File: src/rtl/ps2_kbd_ctrl.sv
`default_nettype none
// +----------------------------------------------------------------------------+
// | Module      : ps2_kbd_ctrl                                                 |
// | Description : PS/2 keyboard scan-code decoder. Collects 0xE0 / 0xF0        |
// |               prefix bytes from the receiver and presents one key event    |
// |               (code + extended + break flags), held until acknowledged.    |
// | Revision    : 1.0 - initial release                                        |
// +----------------------------------------------------------------------------+
// | Ports                                                                      |
// |   clk          in   system clock, rising edge                               |
// |   reset        in   synchronous active-high reset                          |
// |   rx_done_tick in   one-cycle frame-complete pulse from the receiver       |
// |   rx_frame     in   [0] start, [8:1] data, [9] parity, [10] stop           |
// |   rx_en        out  receiver enable (low while an event is held)           |
// |   key_code     out  scan code of the held event                            |
// |   key_ext      out  event was preceded by 0xE0                             |
// |   key_break    out  event was preceded by 0xF0                             |
// |   key_valid    out  event pending until key_ack                            |
// |   key_ack      in   consumer acknowledge (ignored while key_valid=0)       |
// |   overrun      out  pulse: frame dropped while an event was held           |
// |   frame_err    out  pulse: frame rejected by the framing/parity check      |
// |   timeout      out  pulse: prefix not followed by a byte in time           |
// +----------------------------------------------------------------------------+
// | Build option                                                               |
// |   PS2_PARITY_CHECK_EN : when defined, frames with a bad start bit, stop    |
// |                         bit or parity are rejected. Otherwise every frame  |
// |                         is accepted and frame_err is tied low.             |
// +----------------------------------------------------------------------------+

module ps2_kbd_ctrl #(
  parameter int TIMEOUT_CYC = 1000000
) (
  input  logic        clk,
  input  logic        reset,
  input  logic        rx_done_tick,
  input  logic [10:0] rx_frame,
  output logic        rx_en,
  output logic [7:0]  key_code,
  output logic        key_ext,
  output logic        key_break,
  output logic        key_valid,
  input  logic        key_ack,
  output logic        overrun,
  output logic        frame_err,
  output logic        timeout
);

  typedef enum logic [1:0] {
    ST_IDLE   = 2'd0,
    ST_PREFIX = 2'd1,
    ST_HOLD   = 2'd2
  } state_e;

  localparam logic [19:0] C_TO_LAST = 20'(TIMEOUT_CYC - 1);
  localparam logic [7:0]  C_EXT     = 8'hE0;
  localparam logic [7:0]  C_BRK     = 8'hF0;

  state_e      state_q;
  logic        ext_f_q;
  logic        brk_f_q;
  logic [19:0] cnt_q;
  logic        rx_en_q;
  logic [7:0]  key_code_q;
  logic        key_ext_q;
  logic        key_break_q;
  logic        key_valid_q;
  logic        overrun_q;
  logic        timeout_q;

  logic [7:0]  rx_byte;
  assign rx_byte = rx_frame[8:1];

`ifdef PS2_PARITY_CHECK_EN
  logic frame_ok;
  logic frame_err_q;
  // Odd parity over data plus parity bit, correct start and stop levels.
  assign frame_ok  = ~rx_frame[0] & rx_frame[10] & (^rx_frame[9:1]);
  assign frame_err = frame_err_q;
`else
  logic unused_frame_bits;
  assign unused_frame_bits = &{1'b0, rx_frame[10:9], rx_frame[0]};
  assign frame_err = 1'b0;
`endif

  always_ff @(posedge clk) begin
    if (reset) begin
      state_q     <= ST_IDLE;
      ext_f_q     <= 1'b0;
      brk_f_q     <= 1'b0;
      cnt_q       <= '0;
      rx_en_q     <= 1'b1;
      key_code_q  <= 8'h00;
      key_ext_q   <= 1'b0;
      key_break_q <= 1'b0;
      key_valid_q <= 1'b0;
      overrun_q   <= 1'b0;
      timeout_q   <= 1'b0;
`ifdef PS2_PARITY_CHECK_EN
      frame_err_q <= 1'b0;
`endif
    end else begin
      // Status outputs are single-cycle pulses.
      overrun_q <= 1'b0;
      timeout_q <= 1'b0;
`ifdef PS2_PARITY_CHECK_EN
      frame_err_q <= 1'b0;
`endif
      // Any received frame restarts the inter-byte timer, whatever the state.
      if (rx_done_tick) begin
        cnt_q <= '0;
      end

      case (state_q)
        ST_IDLE, ST_PREFIX: begin
          if (rx_done_tick) begin
`ifdef PS2_PARITY_CHECK_EN
            if (!frame_ok) begin
              frame_err_q <= 1'b1;
              ext_f_q     <= 1'b0;
              brk_f_q     <= 1'b0;
              state_q     <= ST_IDLE;
            end else
`endif
            if (rx_byte == C_EXT) begin
              ext_f_q <= 1'b1;
              state_q <= ST_PREFIX;
            end else if (rx_byte == C_BRK) begin
              brk_f_q <= 1'b1;
              state_q <= ST_PREFIX;
            end else begin
              key_code_q  <= rx_byte;
              key_ext_q   <= ext_f_q;
              key_break_q <= brk_f_q;
              key_valid_q <= 1'b1;
              ext_f_q     <= 1'b0;
              brk_f_q     <= 1'b0;
              rx_en_q     <= 1'b0;
              state_q     <= ST_HOLD;
            end
          end else if (state_q == ST_PREFIX) begin
            // A frame arriving on the expiry cycle wins (handled above).
            if (cnt_q == C_TO_LAST) begin
              timeout_q <= 1'b1;
              ext_f_q   <= 1'b0;
              brk_f_q   <= 1'b0;
              cnt_q     <= '0;
              state_q   <= ST_IDLE;
            end else begin
              cnt_q <= cnt_q + 20'd1;
            end
          end
        end

        ST_HOLD: begin
          // The held event is frozen; any frame now is lost, even on the
          // acknowledge cycle.
          if (rx_done_tick) begin
            overrun_q <= 1'b1;
          end
          if (key_ack) begin
            key_valid_q <= 1'b0;
            rx_en_q     <= 1'b1;
            state_q     <= ST_IDLE;
          end
        end

        default: begin
          state_q <= ST_IDLE;
        end
      endcase
    end
  end

  assign rx_en     = rx_en_q;
  assign key_code  = key_code_q;
  assign key_ext   = key_ext_q;
  assign key_break = key_break_q;
  assign key_valid = key_valid_q;
  assign overrun   = overrun_q;
  assign timeout   = timeout_q;

endmodule

`default_nettype wire

File: config.mk
export PLATFORM = sky130hd
export DESIGN_NAME = ps2_kbd_ctrl
export DESIGN_NICKNAME = d
export VERILOG_FILES = /design/src/rtl/ps2_kbd_ctrl.sv
export SDC_FILE = /design/constraint.sdc
export NUM_CORES = 1
export LEC_CHECK = 0
export ABC_AREA = 1
export ABC_CLOCK_PERIOD_IN_PS = 2100
export CAP_MARGIN = 20
export CORE_ASPECT_RATIO = 1.25
export CORE_UTILIZATION = 52
export CTS_CLUSTER_DIAMETER = 60
export DETAILED_ROUTE_END_ITERATION = 10
export DONT_BUFFER_PORTS = 1
export PLACE_DENSITY = 0.65
export SETUP_SLACK_MARGIN = 0.05
export SLEW_MARGIN = 5
export SYNTH_ARGS = -nofsm -noshare
export SYNTH_HDL_FRONTEND = slang
export SYNTH_SLANG_ARGS = --single-unit
File: constraint.sdc
create_clock -name clk -period 2.1 [get_ports clk]
set_input_delay 0.21 -clock clk [delete_from_list [all_inputs] [get_ports clk]]
set_output_delay 0.21 -clock clk [all_outputs]
set_load 0.05 [all_outputs]
### Yosys cells after proc, flatten, opt, wreduce, memory -nomap -nowiden

Index checks and enable logic that the tools add are counted.

* bits in registers: 38
* output and inout port bits: 15
* word-level logic and storage cells: 73
* input bits: 15

* mux-type cells: 31
* reduce and logical (&&, ||, !) cells: 12
* add/sub/neg operators: 1
* equal/unequal tests: 13
* bitwise operators: 5

Operators with widths (number)
* two-way mux 20 bit: 5
* adder 20 x 1 -> 20 bit (second input constant): 1
* == test 20 bit (second input constant): 1
* two-way mux 1 bit: 17
* == test 8 bit (second input constant): 2
* two-way mux 2 bit: 6
* AND reduction 4 bit: 3
* != test 2 bit (second input constant): 5
* != test 3 bit (second input constant): 3
* nonzero test 2 bit: 3
* inverter 1 bit: 5
* AND reduction 5 bit: 1
* case mux 1 bit (2 select lines): 2
* case mux 2 bit (2 select lines): 1
* OR reduction 2 bit: 2
* OR reduction 4 bit: 1
* AND reduction 3 bit: 1
* == test 2 x 1 -> 1 bit (second input constant): 1
* == test 2 bit (second input constant): 1
* zero test 2 bit: 1

### Depth between registers and ports, before layout

* depth after elaboration: 5
* gate-level depth with buffers: 12
* mapped depth without buffers: 11

### Worst setup path after synthesis

Ideal clock, no wire load.

* path kind: reg2reg
* from: reg cnt_q[0]
* to: reg cnt_q[18]
* buffers on the path: 1
* library setup time: 128 ps
* clock period less this slack: 1473 ps
* arrival time: 1345 ps
* slack: 627 ps
* stages on the path, launching flop included: 12
* data required time: 1972 ps
* cells stage by stage: dfxtp_1 -> ha_1 -> nand3_2 -> nor2_4 -> nand3_2 -> nor2_4 -> nor2_4 -> buf_6 -> nand2_1 -> nand2_1 -> nand2_1 -> nor2_1

* longest elaborated chain between the ends: 5
* elaborated cells between the ends (all ways): 6
* those cells by class: 1 x add/sub; 1 x eq/ne; 4 x mux

RTL lines
* start, declared: RTL line 61 `logic [19:0] cnt_q;`
* start signal, assigned: RTL line 149 `cnt_q <= cnt_q + 20'd1;`
* adder 20 x 1 -> 20 bit or == test 20 bit (tied branches): RTL line 149, 142
* two-way mux 20 bit (*): RTL line 142 `if (cnt_q == C_TO_LAST) begin`
* two-way mux 20 bit (*): RTL line 140 `end else if (state_q == ST_PREFIX) begin`
* two-way mux 20 bit (*): RTL line 115 `if (rx_done_tick) begin`
* two-way mux 20 bit (*): RTL line 113 `case (state_q)`

Mark *: on every way between the ends. The rest lies on a longest branch, timed or not.
A chain may end at the register's enable or synchronous reset.

### Worst setup path in the final report

* from: reg state_q[1]
* to: reg rx_en_q (netlist: rx_en)

* longest elaborated chain between the ends: 4
* elaborated cells between the ends (all ways): 11
* those cells by class: 6 x eq/ne; 1 x mux; 4 x reduce/logical

RTL lines
* start, declared: RTL line 58 `state_e state_q;`
* start signal, assigned: RTL line 87 `state_q <= ST_IDLE;`
* start signal, assigned: RTL line 126 `state_q <= ST_PREFIX;`
* start signal, assigned: RTL line 129 `state_q <= ST_PREFIX;`
* == test 2 x 1 -> 1 bit or zero test 2 bit (tied branches): RTL line 113
* OR reduction 2 bit: RTL line 113
* != test 2 bit (no source line) or nonzero test 2 bit (tied branches)
* AND reduction 5 bit (no source line)
* end signal, assigned: RTL line 91 `rx_en_q <= 1'b1;`
* end signal, assigned: RTL line 137 `rx_en_q <= 1'b0;`
* end signal, assigned: RTL line 162 `rx_en_q <= 1'b1;`
* end, declared: RTL line 62 `logic rx_en_q;`

Several ways; a longest one is shown, not always the timed one.

==> reports/qor.log <==
[final_layout] Layout area overhead 6.62%
[routing] count of routing violations after the opening detailed-route iteration 80
[power] largest vdd supply drop 0.440 mV
[timing] Tightest Pin Transition 804 ps
[critical_path] startpoint kind of the worst setup timing path flip-flop
[clock_tree] Root Driver sky130_fd_sc_hd__clkbuf_8
[clock_tree] Setup Buffers After CTS 0
[grt] vias in the first global route 1,939
[yosys] Seq/Total Area, Yosys 35.0%
[clock_tree] maximum root-to-sink buffer count 2
[timing] final hold violation count 0
[timing] fmax 0.575 GHz
[floorplanning] Die Footprint 4450 um2
[timing] pins over their slew limit 0
[placement] detailed placer's ending HPWL 3.53 mm
[yosys] flip-flop and latch count after synthesis 38
[final_layout] fin nets 357
[power] ratio of total power to cell area 665 nW/um2
[clock_tree] H-tree depth 2
[timing] worst clock skew on the final layout 4.00 ps
[critical_path] Arr. time, crit path 1920 ps
[grt] pin count of the biggest net entering global routing 25
[critical_path] highest net fanout along the worst path 13
[routing] average via count per standard cell 5.19
[critical_path] element type at the critical path end flip-flop
[critical_path] reg2reg setup slack 360 ps
[final_layout] most common library cell in the layout ignoring fill and taps sky130_fd_sc_hd__nand2_1
[yosys] primary flip-flop cell chosen by synthesis mapping sky130_fd_sc_hd__dfxtp_1
[critical_path] Critical Path Most Common Cell sky130_fd_sc_hd__nor2_1
[critical_path] ordered list of cells on the worst path nor2_1, inv_1, nor2_1, inv_2, o21ai_1, nand2_1
[timing] post-route minimum period 1740 ps
[routing] WL/cell 12.3 um
[floorplanning] row count 25
[yosys] Post-synth EDFFs 0
[floorplanning] core footprint 3880 um2
[timing] unrepaired setup endpoints after global routing false
[floorplanning] effective utilization at floorplan 56.1%
[clock_tree] clock sink count 38
[timing] Sum Neg Setup Slack 0 ps
[yosys] number of nets produced by synthesis 358
[clock_tree] number of buffers added by the clock tree synthesis step 5
[timing] post-route clock period utilization 82.9%
[critical_path] stage delay of the slowest cell on the critical path 580 ps
[yosys] number of warning messages in the yosys log 0
[power] total leakage power 0.000890 uW
[timing] worst rel slew slack 46.2%
[clock_tree] clock tree from TritonCTS yes
[clock_tree] clock transition at the registers of the reported paths 70 ps
[grt] global-route usage over all layers 25.0%
[final_layout] most frequent cells in the layout sky130_fd_sc_hd__nand2_1, sky130_fd_sc_hd__nor2_1, sky130_fd_sc_hd__dfxtp_1
[critical_path] required time of the worst setup path 2280 ps
[floorplanning] DIE HEIGHT 74.3 um
[routing] wire length after detailed routing 4.88 mm
[routing] DRC violations left 0
[grt] initial antenna violation count 0
[timing] Final setup viols 0
[timing] worst hold margin 52.3 ps
[routing] vias after detailed routing 2,055
[final_layout] fraction of final layout cells with drive strength greater than 1 9.06%
[placement] final weighted congestion of routability-driven global placement 0.836
[routing] count of TritonRoute iterations in the first routing pass 4
[critical_path] path type of the worst setup path reg2reg
[routing] count of nets left with antenna violations after detail routing 0
[final_layout] antenna fix cells 0
[min_path] HP Class in2reg
[clock_tree] clock network latency to the later pin of the worst-skew pair 300 ps
[placement] IO buf count 0
[job] Max-cap violations 0
[yosys] Yosys cell types 32
[yosys] post-synthesis area per instance 6.36 um2
[grt] global-route wire length before repair 8.29 mm
[floorplanning] IO Pins 30
[yosys] synthesized cell area 2170 um2
[grt] residual overflow from global routing 0
[critical_path] slowest CP cell sky130_fd_sc_hd__nor2_1
[yosys] number of instances in the synthesized netlist 342
[outcome] result of the run complete, no violations
[floorplanning] Die X 59.8 um
[yosys] Async S/R FF share, synth 0%
-- per-stage QoR --
| step | instances | total power, uW | setup slack (ps) | cell area, um2 | util [%] |
|---|---|---|---|---|---|
| after detailed placement | 386 | 924 | 326 | 2190 | 56.4 |
| after floorplan | 342 | 912 | 627 | 2170 | - |
| after CTS | 396 | 1560 | 320 | 2320 | 59.8 |
| after global placement | 386 | 922 | 361 | 2190 | 56.4 |
| final | 396 | 1540 | 360 | 2320 | 59.8 |
| after global routing | 396 | 1600 | 197 | 2320 | 59.8 |
-- registers in the layout, indices dropped and copies added (netlist names) --
register	count
rx_en	1
key_break	1
key_code	8
key_ext	1
overrun	1
ext_f_q	1
key_valid	1
cnt_q	20
timeout	1
state_q	2
brk_f_q	1
-- area by class of cell --
| cell class | count | area [um2] |
|---|---|---|
| inverter | 34 | 128 |
| fill | 427 | 1560 |
| timing repair buffer | 3 | 27.5 |
| multi-input combinational | 259 | 1220 |
| sequential | 38 | 761 |
| clock buffer | 6 | 72.6 |
| clock inverter | 2 | 37.5 |
| tap | 54 | 67.6 |
-- critical path: cells and delay by family, from the launching register on --
| family | cells | cell delay, ps |
|---|---|---|
| simple gates | 3 | 770 |
| buf+inv | 2 | 320 |
| flops | 1 | 390 |
| compound gates | 1 | 150 |
-- logic make-up (layout without fill, tap and decap cells) --
logic type | count (synthesis) | count (layout) | share of synthesized area [%]
simple gates | 214 | 214 | 44.5
buf+inv | 45 | 45 | 8.69
compound gates | 40 | 40 | 9.84
flops | 38 | 38 | 35.0
xor+xnor | 3 | 3 | 1.21
fa+ha+maj | 1 | 1 | 0.575
other cells | 1 | 1 | 0.172
-- power breakdown --
| part | leakage (uW) | internal, uW | total [uW] | switching [uW] |
|---|---|---|---|---|
| logic | 0.000529 | 25.4 | 88.8 | 63.4 |
| registers | 0.000309 | 742 | 826 | 84.1 |
| clock network | 0.0000514 | 354 | 626 | 271 |
| total | 0.000890 | 1120 | 1540 | 419 |
-- Yosys cell counts, types with 2 or more instances --
library cell	instances	area (um2)
sky130_fd_sc_hd__a21oi_1	10	50.1
sky130_fd_sc_hd__buf_2	4	20.0
sky130_fd_sc_hd__buf_4	2	15.0
sky130_fd_sc_hd__clkbuf_1	3	11.3
sky130_fd_sc_hd__dfxtp_1	38	761
sky130_fd_sc_hd__inv_1	27	101
sky130_fd_sc_hd__inv_2	7	26.3
sky130_fd_sc_hd__nand2_1	85	319
sky130_fd_sc_hd__nand3_1	30	150
sky130_fd_sc_hd__nand3_2	4	40.0
sky130_fd_sc_hd__nand4_1	8	50.1
sky130_fd_sc_hd__nor2_1	68	255
sky130_fd_sc_hd__nor2_2	3	18.8
sky130_fd_sc_hd__nor2_4	6	67.6
sky130_fd_sc_hd__nor3_1	4	20.0
sky130_fd_sc_hd__nor3b_1	2	15.0
sky130_fd_sc_hd__o21ai_0	15	75.1
sky130_fd_sc_hd__o21ai_1	9	45.0
sky130_fd_sc_hd__o21bai_1	3	22.5
sky130_fd_sc_hd__xor2_1	2	17.5
-- path summary, 6_finish.rpt --
check,startpoint,endpoint,cells after the start
worst max register to register,state_q[1]$_SDFFE_PP0P_,rx_en$_SDFFE_PP1P_,6
worst min register to register,ext_f_q$_SDFFE_PP0P_,ext_f_q$_SDFFE_PP0P_,2
worst max-delay path,state_q[1]$_SDFFE_PP0P_,rx_en$_SDFFE_PP1P_,6
worst min-delay path,rx_frame[5],key_code[4]$_SDFFE_PP0P_,2
-- what timing repair did --
action / 4_1_cts / 5_1_grt
hold buffers: 2 / 0
endpoints found under the hold margin: 20 / 0
endpoints found under the setup margin: 0 / 0
resized for setup: 0 / 0
-- metal layers --
metal	vias up	global-route usage, %	part of all wire [%]
met4	0	8.79	1.6
met3	7	4.52	3.1
met5	-	0	0
met2	29	45.4	51
li1	1088	-	-
met1	931	29.0	45
Power figures use the tool's default switching activity.
